--- config.mk ---
export PLATFORM = sky130hd
export DESIGN_NAME = multicycle_control_fsm
export DESIGN_NICKNAME = d
export VERILOG_FILES = /design/src/rtl/rv32i_ctrl_pkg.sv /design/src/rtl/rv32i_instr_class.sv /design/src/rtl/multicycle_control_fsm.sv
export SDC_FILE = /design/constraint.sdc
export NUM_CORES = 1
export LEC_CHECK = 0
export BUFFER_PORTS_ARGS = -buffer_cell sky130_fd_sc_hd__buf_2
export CORE_ASPECT_RATIO = 0.6
export CORE_UTILIZATION = 37
export DETAILED_ROUTE_END_ITERATION = 10
export PLACE_DENSITY = 0.66
export SLEW_MARGIN = 20
export SYNTH_ARGS = -nofsm -noshare
export SYNTH_HDL_FRONTEND = slang
export SYNTH_SLANG_ARGS = --single-unit
--- constraint.sdc ---
create_clock -name clk -period 2.39 [get_ports clk]
set_clock_uncertainty 0.1 [all_clocks]
set_input_delay 0.1195 -clock clk [delete_from_list [all_inputs] [get_ports clk]]
set_output_delay 0.1195 -clock clk [all_outputs]
set_load 0.005 [all_outputs]
--- src/rtl/rv32i_ctrl_pkg.sv ---
// Shared encodings for the multi-cycle RV32I control sequencer:
// opcodes, ALU control, rd/pc mux selects, FSM states and opcode classes.
package rv32i_ctrl_pkg;

  localparam logic [6:0] OPC_LUI    = 7'b0110111;
  localparam logic [6:0] OPC_AUIPC  = 7'b0010111;
  localparam logic [6:0] OPC_JAL    = 7'b1101111;
  localparam logic [6:0] OPC_JALR   = 7'b1100111;
  localparam logic [6:0] OPC_BRANCH = 7'b1100011;
  localparam logic [6:0] OPC_LOAD   = 7'b0000011;
  localparam logic [6:0] OPC_STORE  = 7'b0100011;
  localparam logic [6:0] OPC_OPIMM  = 7'b0010011;
  localparam logic [6:0] OPC_OP     = 7'b0110011;

  typedef enum logic [3:0] {
    ALU_ADD  = 4'b0000,
    ALU_SLL  = 4'b0001,
    ALU_SLT  = 4'b0010,
    ALU_SLTU = 4'b0011,
    ALU_XOR  = 4'b0100,
    ALU_SRL  = 4'b0101,
    ALU_OR   = 4'b0110,
    ALU_AND  = 4'b0111,
    ALU_SUB  = 4'b1000,
    ALU_SRA  = 4'b1101
  } alu_ctrl_e;

  localparam logic [2:0] RD_ALU   = 3'b000;
  localparam logic [2:0] RD_LOAD  = 3'b001;
  localparam logic [2:0] RD_LUI   = 3'b010;
  localparam logic [2:0] RD_AUIPC = 3'b011;
  localparam logic [2:0] RD_PC4   = 3'b100;

  localparam logic [1:0] PC_SRC_PLUS4  = 2'b00;
  localparam logic [1:0] PC_SRC_TARGET = 2'b01;
  localparam logic [1:0] PC_SRC_JALR   = 2'b10;

  typedef enum logic [2:0] {
    ST_IDLE      = 3'd0,
    ST_FETCH     = 3'd1,
    ST_DECODE    = 3'd2,
    ST_EXECUTE   = 3'd3,
    ST_MEM       = 3'd4,
    ST_WRITEBACK = 3'd5,
    ST_TRAP      = 3'd6
  } state_e;

  typedef enum logic [3:0] {
    CLS_OP, CLS_OPIMM, CLS_LOAD, CLS_STORE, CLS_BRANCH,
    CLS_LUI, CLS_AUIPC, CLS_JAL, CLS_JALR, CLS_ILLEGAL
  } op_class_e;

endpackage

--- src/rtl/rv32i_instr_class.sv ---
// Combinational instruction classifier: opcode class, ALU control,
// immediate-operand select, writeback source and legality from the IR.
module rv32i_instr_class
  import rv32i_ctrl_pkg::*;
(
  input  logic [31:0] ir,
  output op_class_e   op_class,
  output alu_ctrl_e   alu_control,
  output logic        imm_en,
  output logic [2:0]  rd_mux_sel,
  output logic        legal
);

  logic [2:0] f3;
  logic       unused_bits;

  assign f3          = ir[14:12];
  assign unused_bits = ^{ir[31], ir[29:15], ir[11:7]};

  always_comb begin
    op_class    = CLS_ILLEGAL;
    alu_control = ALU_ADD;
    imm_en      = 1'b0;
    rd_mux_sel  = RD_ALU;
    legal       = 1'b1;
    case (ir[6:0])
      OPC_OP: begin
        op_class = CLS_OP;
        // Only real R-type encodings pass through; the rest fall back to ADD.
        case ({ir[30], f3})
          4'b0000, 4'b0001, 4'b0010, 4'b0011, 4'b0100, 4'b0101,
          4'b0110, 4'b0111, 4'b1000, 4'b1101: alu_control = alu_ctrl_e'({ir[30], f3});
          default:                            alu_control = ALU_ADD;
        endcase
      end
      OPC_OPIMM: begin
        op_class    = CLS_OPIMM;
        imm_en      = 1'b1;
        alu_control = alu_ctrl_e'({ir[30] & (f3 == 3'b101), f3});
      end
      OPC_LOAD: begin
        op_class   = CLS_LOAD;
        imm_en     = 1'b1;
        rd_mux_sel = RD_LOAD;
        legal      = f3 inside {3'b000, 3'b001, 3'b010, 3'b100, 3'b101};
      end
      OPC_STORE: begin
        op_class = CLS_STORE;
        imm_en   = 1'b1;
        legal    = f3 inside {3'b000, 3'b001, 3'b010};
      end
      OPC_BRANCH: begin
        op_class    = CLS_BRANCH;
        alu_control = ALU_SUB;
        legal       = !(f3 inside {3'b010, 3'b011});
      end
      OPC_LUI: begin
        op_class   = CLS_LUI;
        imm_en     = 1'b1;
        rd_mux_sel = RD_LUI;
      end
      OPC_AUIPC: begin
        op_class   = CLS_AUIPC;
        imm_en     = 1'b1;
        rd_mux_sel = RD_AUIPC;
      end
      OPC_JAL: begin
        op_class   = CLS_JAL;
        imm_en     = 1'b1;
        rd_mux_sel = RD_PC4;
      end
      OPC_JALR: begin
        op_class   = CLS_JALR;
        imm_en     = 1'b1;
        rd_mux_sel = RD_PC4;
      end
      default: legal = 1'b0;
    endcase
  end

endmodule

--- src/rtl/multicycle_control_fsm.sv ---
// Multi-cycle RV32I control sequencer: FETCH/DECODE/EXECUTE/MEM/WRITEBACK
// state machine owning the IR, memory handshakes, datapath enables and retire count.
module multicycle_control_fsm
  import rv32i_ctrl_pkg::*;
#(
  parameter int RETIRE_W = 32
) (
  input  logic                clk,
  input  logic                reset,
  output logic                instr_req,
  input  logic                instr_ready,
  input  logic [31:0]         instr_rdata,
  output logic [31:0]         ir_o,
  output logic                pc_en,
  output logic [1:0]          pc_src,
  input  logic                branch_taken,
  output logic                data_req,
  output logic                data_we,
  input  logic                data_ready,
  output logic [2:0]          mem_func3,
  output logic                register_write_en,
  output logic                imm_en,
  output logic [3:0]          alu_control,
  output logic [2:0]          rd_mux_sel,
  output logic                illegal_instr,
  output logic [2:0]          state_o,
  output logic [RETIRE_W-1:0] retire_count
);

  state_e              state_q;
  logic [31:0]         ir_q;
  logic [RETIRE_W-1:0] retire_q;
  logic                illegal_q;

  op_class_e  cls;
  alu_ctrl_e  dec_alu;
  logic       dec_imm;
  logic [2:0] dec_rd;
  logic       dec_legal;

  rv32i_instr_class u_class (
    .ir          (ir_q),
    .op_class    (cls),
    .alu_control (dec_alu),
    .imm_en      (dec_imm),
    .rd_mux_sel  (dec_rd),
    .legal       (dec_legal)
  );

  always_ff @(posedge clk) begin
    if (reset) begin
      state_q   <= ST_IDLE;
      ir_q      <= '0;
      retire_q  <= '0;
      illegal_q <= 1'b0;
    end else begin
      if (pc_en) retire_q <= retire_q + RETIRE_W'(1);
      case (state_q)
        ST_IDLE:  state_q <= ST_FETCH;
        ST_FETCH: if (instr_ready) begin
          ir_q    <= instr_rdata;
          state_q <= ST_DECODE;
        end
        ST_DECODE: if (!dec_legal) begin
          illegal_q <= 1'b1;
          state_q   <= ST_TRAP;
        end else begin
          state_q <= ST_EXECUTE;
        end
        ST_EXECUTE: begin
          if (cls == CLS_BRANCH)                         state_q <= ST_FETCH;
          else if (cls == CLS_LOAD || cls == CLS_STORE)  state_q <= ST_MEM;
          else                                           state_q <= ST_WRITEBACK;
        end
        ST_MEM: if (data_ready) state_q <= (cls == CLS_STORE) ? ST_FETCH : ST_WRITEBACK;
        ST_WRITEBACK: state_q <= ST_FETCH;
        ST_TRAP:      state_q <= ST_TRAP;
        default:      state_q <= ST_IDLE;
      endcase
    end
  end

  always_comb begin
    instr_req         = 1'b0;
    pc_en             = 1'b0;
    pc_src            = PC_SRC_PLUS4;
    data_req          = 1'b0;
    data_we           = 1'b0;
    mem_func3         = 3'b000;
    register_write_en = 1'b0;
    imm_en            = 1'b0;
    alu_control       = ALU_ADD;
    rd_mux_sel        = RD_ALU;
    case (state_q)
      ST_FETCH: instr_req = 1'b1;
      ST_EXECUTE: begin
        alu_control = dec_alu;
        imm_en      = dec_imm;
        if (cls == CLS_BRANCH) begin
          pc_en  = 1'b1;
          pc_src = branch_taken ? PC_SRC_TARGET : PC_SRC_PLUS4;
        end
      end
      ST_MEM: begin
        alu_control = dec_alu;
        imm_en      = dec_imm;
        data_req    = 1'b1;
        data_we     = (cls == CLS_STORE);
        mem_func3   = ir_q[14:12];
        pc_en       = data_ready && (cls == CLS_STORE);
      end
      ST_WRITEBACK: begin
        alu_control       = dec_alu;
        imm_en            = dec_imm;
        register_write_en = 1'b1;
        rd_mux_sel        = dec_rd;
        pc_en             = 1'b1;
        if (cls == CLS_JAL)       pc_src = PC_SRC_TARGET;
        else if (cls == CLS_JALR) pc_src = PC_SRC_JALR;
      end
      default: ;
    endcase
    // A reset cycle must never commit a write, a PC update or a new request.
    if (reset) begin
      instr_req         = 1'b0;
      data_req          = 1'b0;
      pc_en             = 1'b0;
      register_write_en = 1'b0;
    end
  end

  assign ir_o          = ir_q;
  assign illegal_instr = illegal_q;
  assign state_o       = state_q;
  assign retire_count  = retire_q;

endmodule
== Word-level counts from Yosys, hierarchy flattened ==
Cells that the tools add are included.

* Register bits: 68
* Word-level logic and storage cells: 93

* $add $sub $neg: 1
* Eq/ne operators: 36
* Multiplexer cells: 32
* Bitwise operators: 2
* Reductions and logical operators: 18

{| class="wikitable"
|+ Operators with widths
! operator !! count
|-
| one-hot mux 4 bit (9 select lines) || 1
|-
| adder 32 x 1 -> 32 bit, second input constant || 1
|-
| == test 4 x 3 -> 1 bit, second input constant || 6
|-
| == test 7 x 6 -> 1 bit, second input constant || 3
|-
| == test 7 bit, second input constant || 3
|-
| two-way mux 3 bit || 7
|-
| one-hot mux 3 bit (6 select lines) || 1
|-
| == test 4 x 2 -> 1 bit, second input constant || 4
|-
| == test 3 bit, second input constant || 5
|-
| == test 7 x 5 -> 1 bit, second input constant || 2
|-
| two-way mux 1 bit || 14
|-
| == test 3 x 2 -> 1 bit, second input constant || 4
|-
| == test 4 bit, second input constant || 3
|-
| one-hot mux 3 bit (4 select lines) || 1
|-
| one-hot mux 4 bit (3 select lines) || 1
|-
| OR reduction 10 bit || 1
|-
| two-way mux 4 bit || 2
|-
| == test 7 x 2 -> 1 bit, second input constant || 1
|-
| OR reduction 7 bit || 1
|-
| == test 3 x 1 -> 1 bit, second input constant || 2
|-
| zero test 3 bit || 2
|-
| AND reduction 2 bit || 3
|-
| OR reduction 6 bit || 1
|-
| nonzero test 5 bit || 1
|-
| other kinds (16) || 19
|}

== Longest topological paths before layout ==
* Word-level depth: 7
* Mapped depth: 8
* Mapped depth without buffers: 5

== Modules after synthesis ==
Synthesis repeated with hierarchy kept, for this count alone.

* Cell total of the unflattened synthesis: 449
* Area total of the unflattened synthesis: 3529.6 µm²

{| class="wikitable"
|+ By module, submodules not included
! module !! times used !! cells an instance !! area an instance (µm²) !! seq. area each (µm²)
|-
| multicycle_control_fsm || 1 || 389 || 3130.5 || 1361.3
|-
| rv32i_instr_class || 1 || 60 || 399.1 || 0.0
|}

== Worst setup path after synthesis ==
No wires, ideal clock.

* Path kind: flip-flop to flip-flop
* Start point: register ir_q[6] (netlist: ir_o[6])
* End point: register retire_q[24] (netlist: retire_count[24])
* Arrival: 2.111 ns
* Data required time: 2.220 ns
* Path slack: 0.109 ns
* Stages on the path, launching flop included: 8
* Path buffers: 2
* Period minus slack after synthesis: 2.281 ns
* Path through: dfxtp_1 > buf_2 > and4bb_1 > a31oi_1 > or3_4 > buf_6 > or4_1 > a21oi_1

* Longest elaborated chain between the ends: 6

{| class="wikitable"
|+ RTL lines
! what !! RTL line !! source
|-
| from (decl) || multicycle_control_fsm.sv:31 || <nowiki>logic [31:0] ir_q;</nowiki>
|-
| from (signal assigned) || multicycle_control_fsm.sv:61 || <nowiki>ir_q <= instr_rdata;</nowiki>
|-
| == test 7 bit, or another cell as far along || rv32i_instr_class.sv:26 || <nowiki>case (ir[6:0])</nowiki>
|-
| one-hot mux 4 bit (9 select lines) * || rv32i_instr_class.sv:26 ||
|-
| == test 4 x 3 -> 1 bit or == test 4 x 2 -> 1 bit (tied branches) || multicycle_control_fsm.sv:99, multicycle_control_fsm.sv:110 ||
|-
| two-way mux 1 bit or logical AND 1 bit (tied branches) || multicycle_control_fsm.sv:99, multicycle_control_fsm.sv:110 ||
|-
| one-hot mux 1 bit (3 select lines) * || multicycle_control_fsm.sv:94 || <nowiki>case (state_q)</nowiki>
|-
| two-way mux 1 bit * || multicycle_control_fsm.sv:124 || <nowiki>if (reset) begin</nowiki>
|-
| to (signal assigned) || multicycle_control_fsm.sv:57 || <nowiki>if (pc_en) retire_q <= retire_q + RETIRE_W'(1);</nowiki>
|-
| to (decl) || multicycle_control_fsm.sv:32 || <nowiki>logic [RETIRE_W-1:0] retire_q;</nowiki>
|}

Mark *: on every way between the ends. The rest lies on a longest branch, timed or not.
A chain may end at the register's enable or synchronous reset.

== Final worst setup path ==
* Start point: register ir_q[5] (netlist: ir_o[5])
* End point: register retire_q[18] (netlist: retire_count[18])

Same word-level chain as after synthesis.

==> results.md <==
Placement
• **placed cell area** 4070 sq um
• **Final Wtd Congestion** 0.8851
• **number of I/O port buffers** 122
• **HPWL after detailed placement** 7.338 mm

Logic synthesis
• **average size of a mapped cell** 7.947 sq um
• **synthesized-area fraction occupied by ao, oa, aoi and oai cells** 0.1725
• **Simple-Gate Fraction of Synth Area** 0.3288
• **syn_nets** 445
• **share of the synthesized netlist area taken by xor and xnor gates** 0.03250
• **Mapped Area** 3234 sq um
• **count of flip-flops with a built-in enable after synthesis** 0
• **Yosys Warn Count** 0
• **sequential element share of the synthesized area** 0.4209
• **predominant post-synthesis flop cell** dfxtp_1
• **fraction of registers with async set/reset** 0
• **post-synthesis adder-cell area fraction** 0.003868
• **mux contribution to synthesized area** 0.003095
• **main combinational cell family by area after synthesis** simple AND/OR/NAND/NOR gates
• **register bit total from synthesis** 68
• **number of standard cells after synthesis** 407
• **count of unique library cells instantiated by Yosys** 53

Setup path
• **critical register-to-register path endpoint** retire_count[18]$_SDFFE_PP0P_
• **largest fanout on the critical path** 21
• **worst-case reg-to-reg path depth** 5
• **biggest cell delay along the critical path** 0.51 ns
• **critical path class** flip-flop to flip-flop
• **endpoint required time on the critical path** 2.54 ns
• **sort of element at the start of the critical path** flip-flop
• **cells along the critical path** and4bb_1 -> a31oi_1 -> or3_4 -> or4_1 -> a21oi_1
• **FF-to-FF Start** ir_o[5]$_SDFFE_PP0P_
• **CP endpoint kind** flip-flop
• **slowest cell on the critical path** or3_4
• **worst reg-to-reg setup slack** 0.13 ns
• **arrival time of data at the critical path endpoint** 2.41 ns

Clock network
• **number of buffers created by CTS** 9
• **maximum count of clock buffers along a single path** 2
• **clk slew on worst S/H paths** 0.05 ns
• **clock latency on the worst-skew pair** 0.33 ns
• **clock root buffer master** clkbuf_16
• **number of setup buffers added after CTS** 0
• **H-tree depth** 3
• **number of clock sinks** 68
• **CTS tree** yes

Finish
• **most common library cell in the layout ignoring fill and taps** buf_2
• **most frequent cells in the layout** buf_2, nand2_1, dfxtp_1, a21oi_1, dlygate4sd3_1
• **fill count** 776
• **Antenna Diode Count** 0
• **utilization of the core after routing** 0.5743
• **finished layout cell area** 4688 sq um
• **nets** 613
• **fraction of layout cells with a size suffix above 1** 0.2931
• **Area growth syn-to-layout** 44.95%

Timing
• **final sum of negative setup slack** 0 ns
• **max-slew violation count** 0
• **Least-Margin Pin Slew** 0.6748 ns
• **Worst slew margin** 0.5501
• **Fmax** 0.4428 GHz
• **Tmin final** 2.258 ns
• **final critical-path share of the clock period** 0.9449
• **final-report setup violation count** 0
• **setup repair after global routing missed its margin** false
• **final number of hold-violating endpoints** 0

Drt
• **final routed wirelength across all metal layers** 10.25 mm
• **number of antenna-violating nets in the routed design** 0
• **Initial DRC Count** 294
• **drc violations** 0
• **Routed wire per std cell** 14.90 um
• **routed via count** 3605
• **first-pass detailed-route iteration total** 4
• **drt via density** 5.240

Hold path
• **path class of the lowest-slack min-delay path** primary input to flip-flop
• **Worst Hold Launch** reset
• **worst hold path cell count** 2
• **worst hold endpoint** retire_count[2]$_SDFFE_PP0P_

Floorplanning
• **core footprint** 8164 sq um
• **initial standard-cell utilization of the core** 0.3962
• **number of placement rows** 25
• **die outline area** 9131 sq um
• **Die W** 122.7 um
• **vertical extent of the die** 74.42 um
• **I/O pin count** 123

Global route
• **GRT Total Usage** 0.2313
• **maximum number of pins on one net before global-route repair** 64
• **global-route wire length before repair** 16.12 mm
• **GRT overflow** 0
• **number of global-route vias before repair** 3363
• **number of antenna violations at the first check in global routing** 0

Job
• **max-cap violations** 0

Status
• **result of the run** completed

Power and ir drop
• **Leak Pwr** 1.966 nW
• **power per cell area** 583.4 nW/um^2
• **worst vdd ir** 0.0004045 V

## routing by layer
metal,track usage,up-vias,share of wire
met5,0,-,0
li1,-,1794,-
met2,0.3764,88,0.46
met1,0.3033,1718,0.49
met4,0.06911,0,0.0059
met3,0.06058,5,0.046
## registers in the layout, indices dropped and copies added, names as in the netlist
register       cells
retire_count      32
illegal_instr      1
ir_o              32
state_o            3
## power breakdown
group	total, mW	internal, mW	switching, mW
clock network	1.19	0.728	0.461
registers	1.21	1.17	0.0402
logic	0.332	0.162	0.170
total	2.74	2.06	0.671
## cells by family after synthesis
| logic type | Yosys count |
|---|---|
| mux | 1 |
| flops | 68 |
| xor+xnor | 12 |
| simple gates | 200 |
| buf+inv | 30 |
| compound gates | 95 |
| fa+ha+maj | 1 |
## synthesized netlist by cell type, drive strengths merged, types with 2 or more instances
library cell  instances  area share
xnor2                 9       0.024
nor2b                 3      0.0058
o31ai                10       0.025
and4bb                2      0.0077
nand2                77       0.089
nand4                13       0.025
clkbuf               19       0.022
o21ai                10       0.015
nand2b               11       0.021
nand3                11       0.017
nor2                 26       0.030
a21oi                58       0.090
nor3                  3      0.0046
or3                  10       0.021
inv                   7      0.0081
or4                  10       0.023
buf                   4      0.0081
nor3b                 3      0.0070
and3                  3      0.0058
and2                  8       0.015
nand3b                4       0.013
dfxtp                68        0.42
o41ai                 2      0.0054
o22ai                 2      0.0039
xor2                  3      0.0081
nor4                  9       0.017
## worst max-delay path by stage
stage,slack (ns),start,end
after CTS,0.07,ir_o[1]$_SDFFE_PP0P_,alu_control[1]
after detailed placement,0.16,ir_o[5]$_SDFFE_PP0P_,retire_count[18]$_SDFFE_PP0P_
after floorplan,0.11,ir_o[6]$_SDFFE_PP0P_,retire_count[24]$_SDFFE_PP0P_
after global placement,0.23,ir_o[3]$_SDFFE_PP0P_,retire_count[18]$_SDFFE_PP0P_
after global routing,0.03,ir_o[5]$_SDFFE_PP0P_,retire_count[18]$_SDFFE_PP0P_
final,0.13,ir_o[5]$_SDFFE_PP0P_,retire_count[18]$_SDFFE_PP0P_
## layout make-up
class                   instances  area [sq um]  share of cell area
multi-input cells             309          1773              0.3782
flip-flops and latches         68          1361              0.2904
repair buffers                180          1129              0.2407
clock buffers                  14         254.0             0.05418
well taps                     108         135.1             0.02882
inverters                       7         26.28            0.005604
clock inverters                 2         10.01            0.002135
## critical path, delay by kind of cell (launching register included)
kind	cells	cell delay (ns)
simple gates	3	1.30
flops	1	0.49
compound gates	2	0.28
## what timing repair did
item,CTS,global route
setup endpoints to repair,4,3
hold buffers,33,0
pin swaps,1,0
resized for setup,3,1
endpoints found under the hold margin,33,0
gates cloned,0,0
## stage by stage
step	total power [mW]	hold WS (ns)	worst slack, ns	std cells
after floorplan	1.386	0.1555	0.1089	407
after global placement	1.513	0.2593	0.2318	639
after detailed placement	1.521	0.2654	0.1563	639
after CTS	2.760	0.01703	0.07298	688
after global routing	2.857	0.04468	0.02871	688
final	2.735	0.03667	0.1318	688
Power figures use the tool's default switching activity.
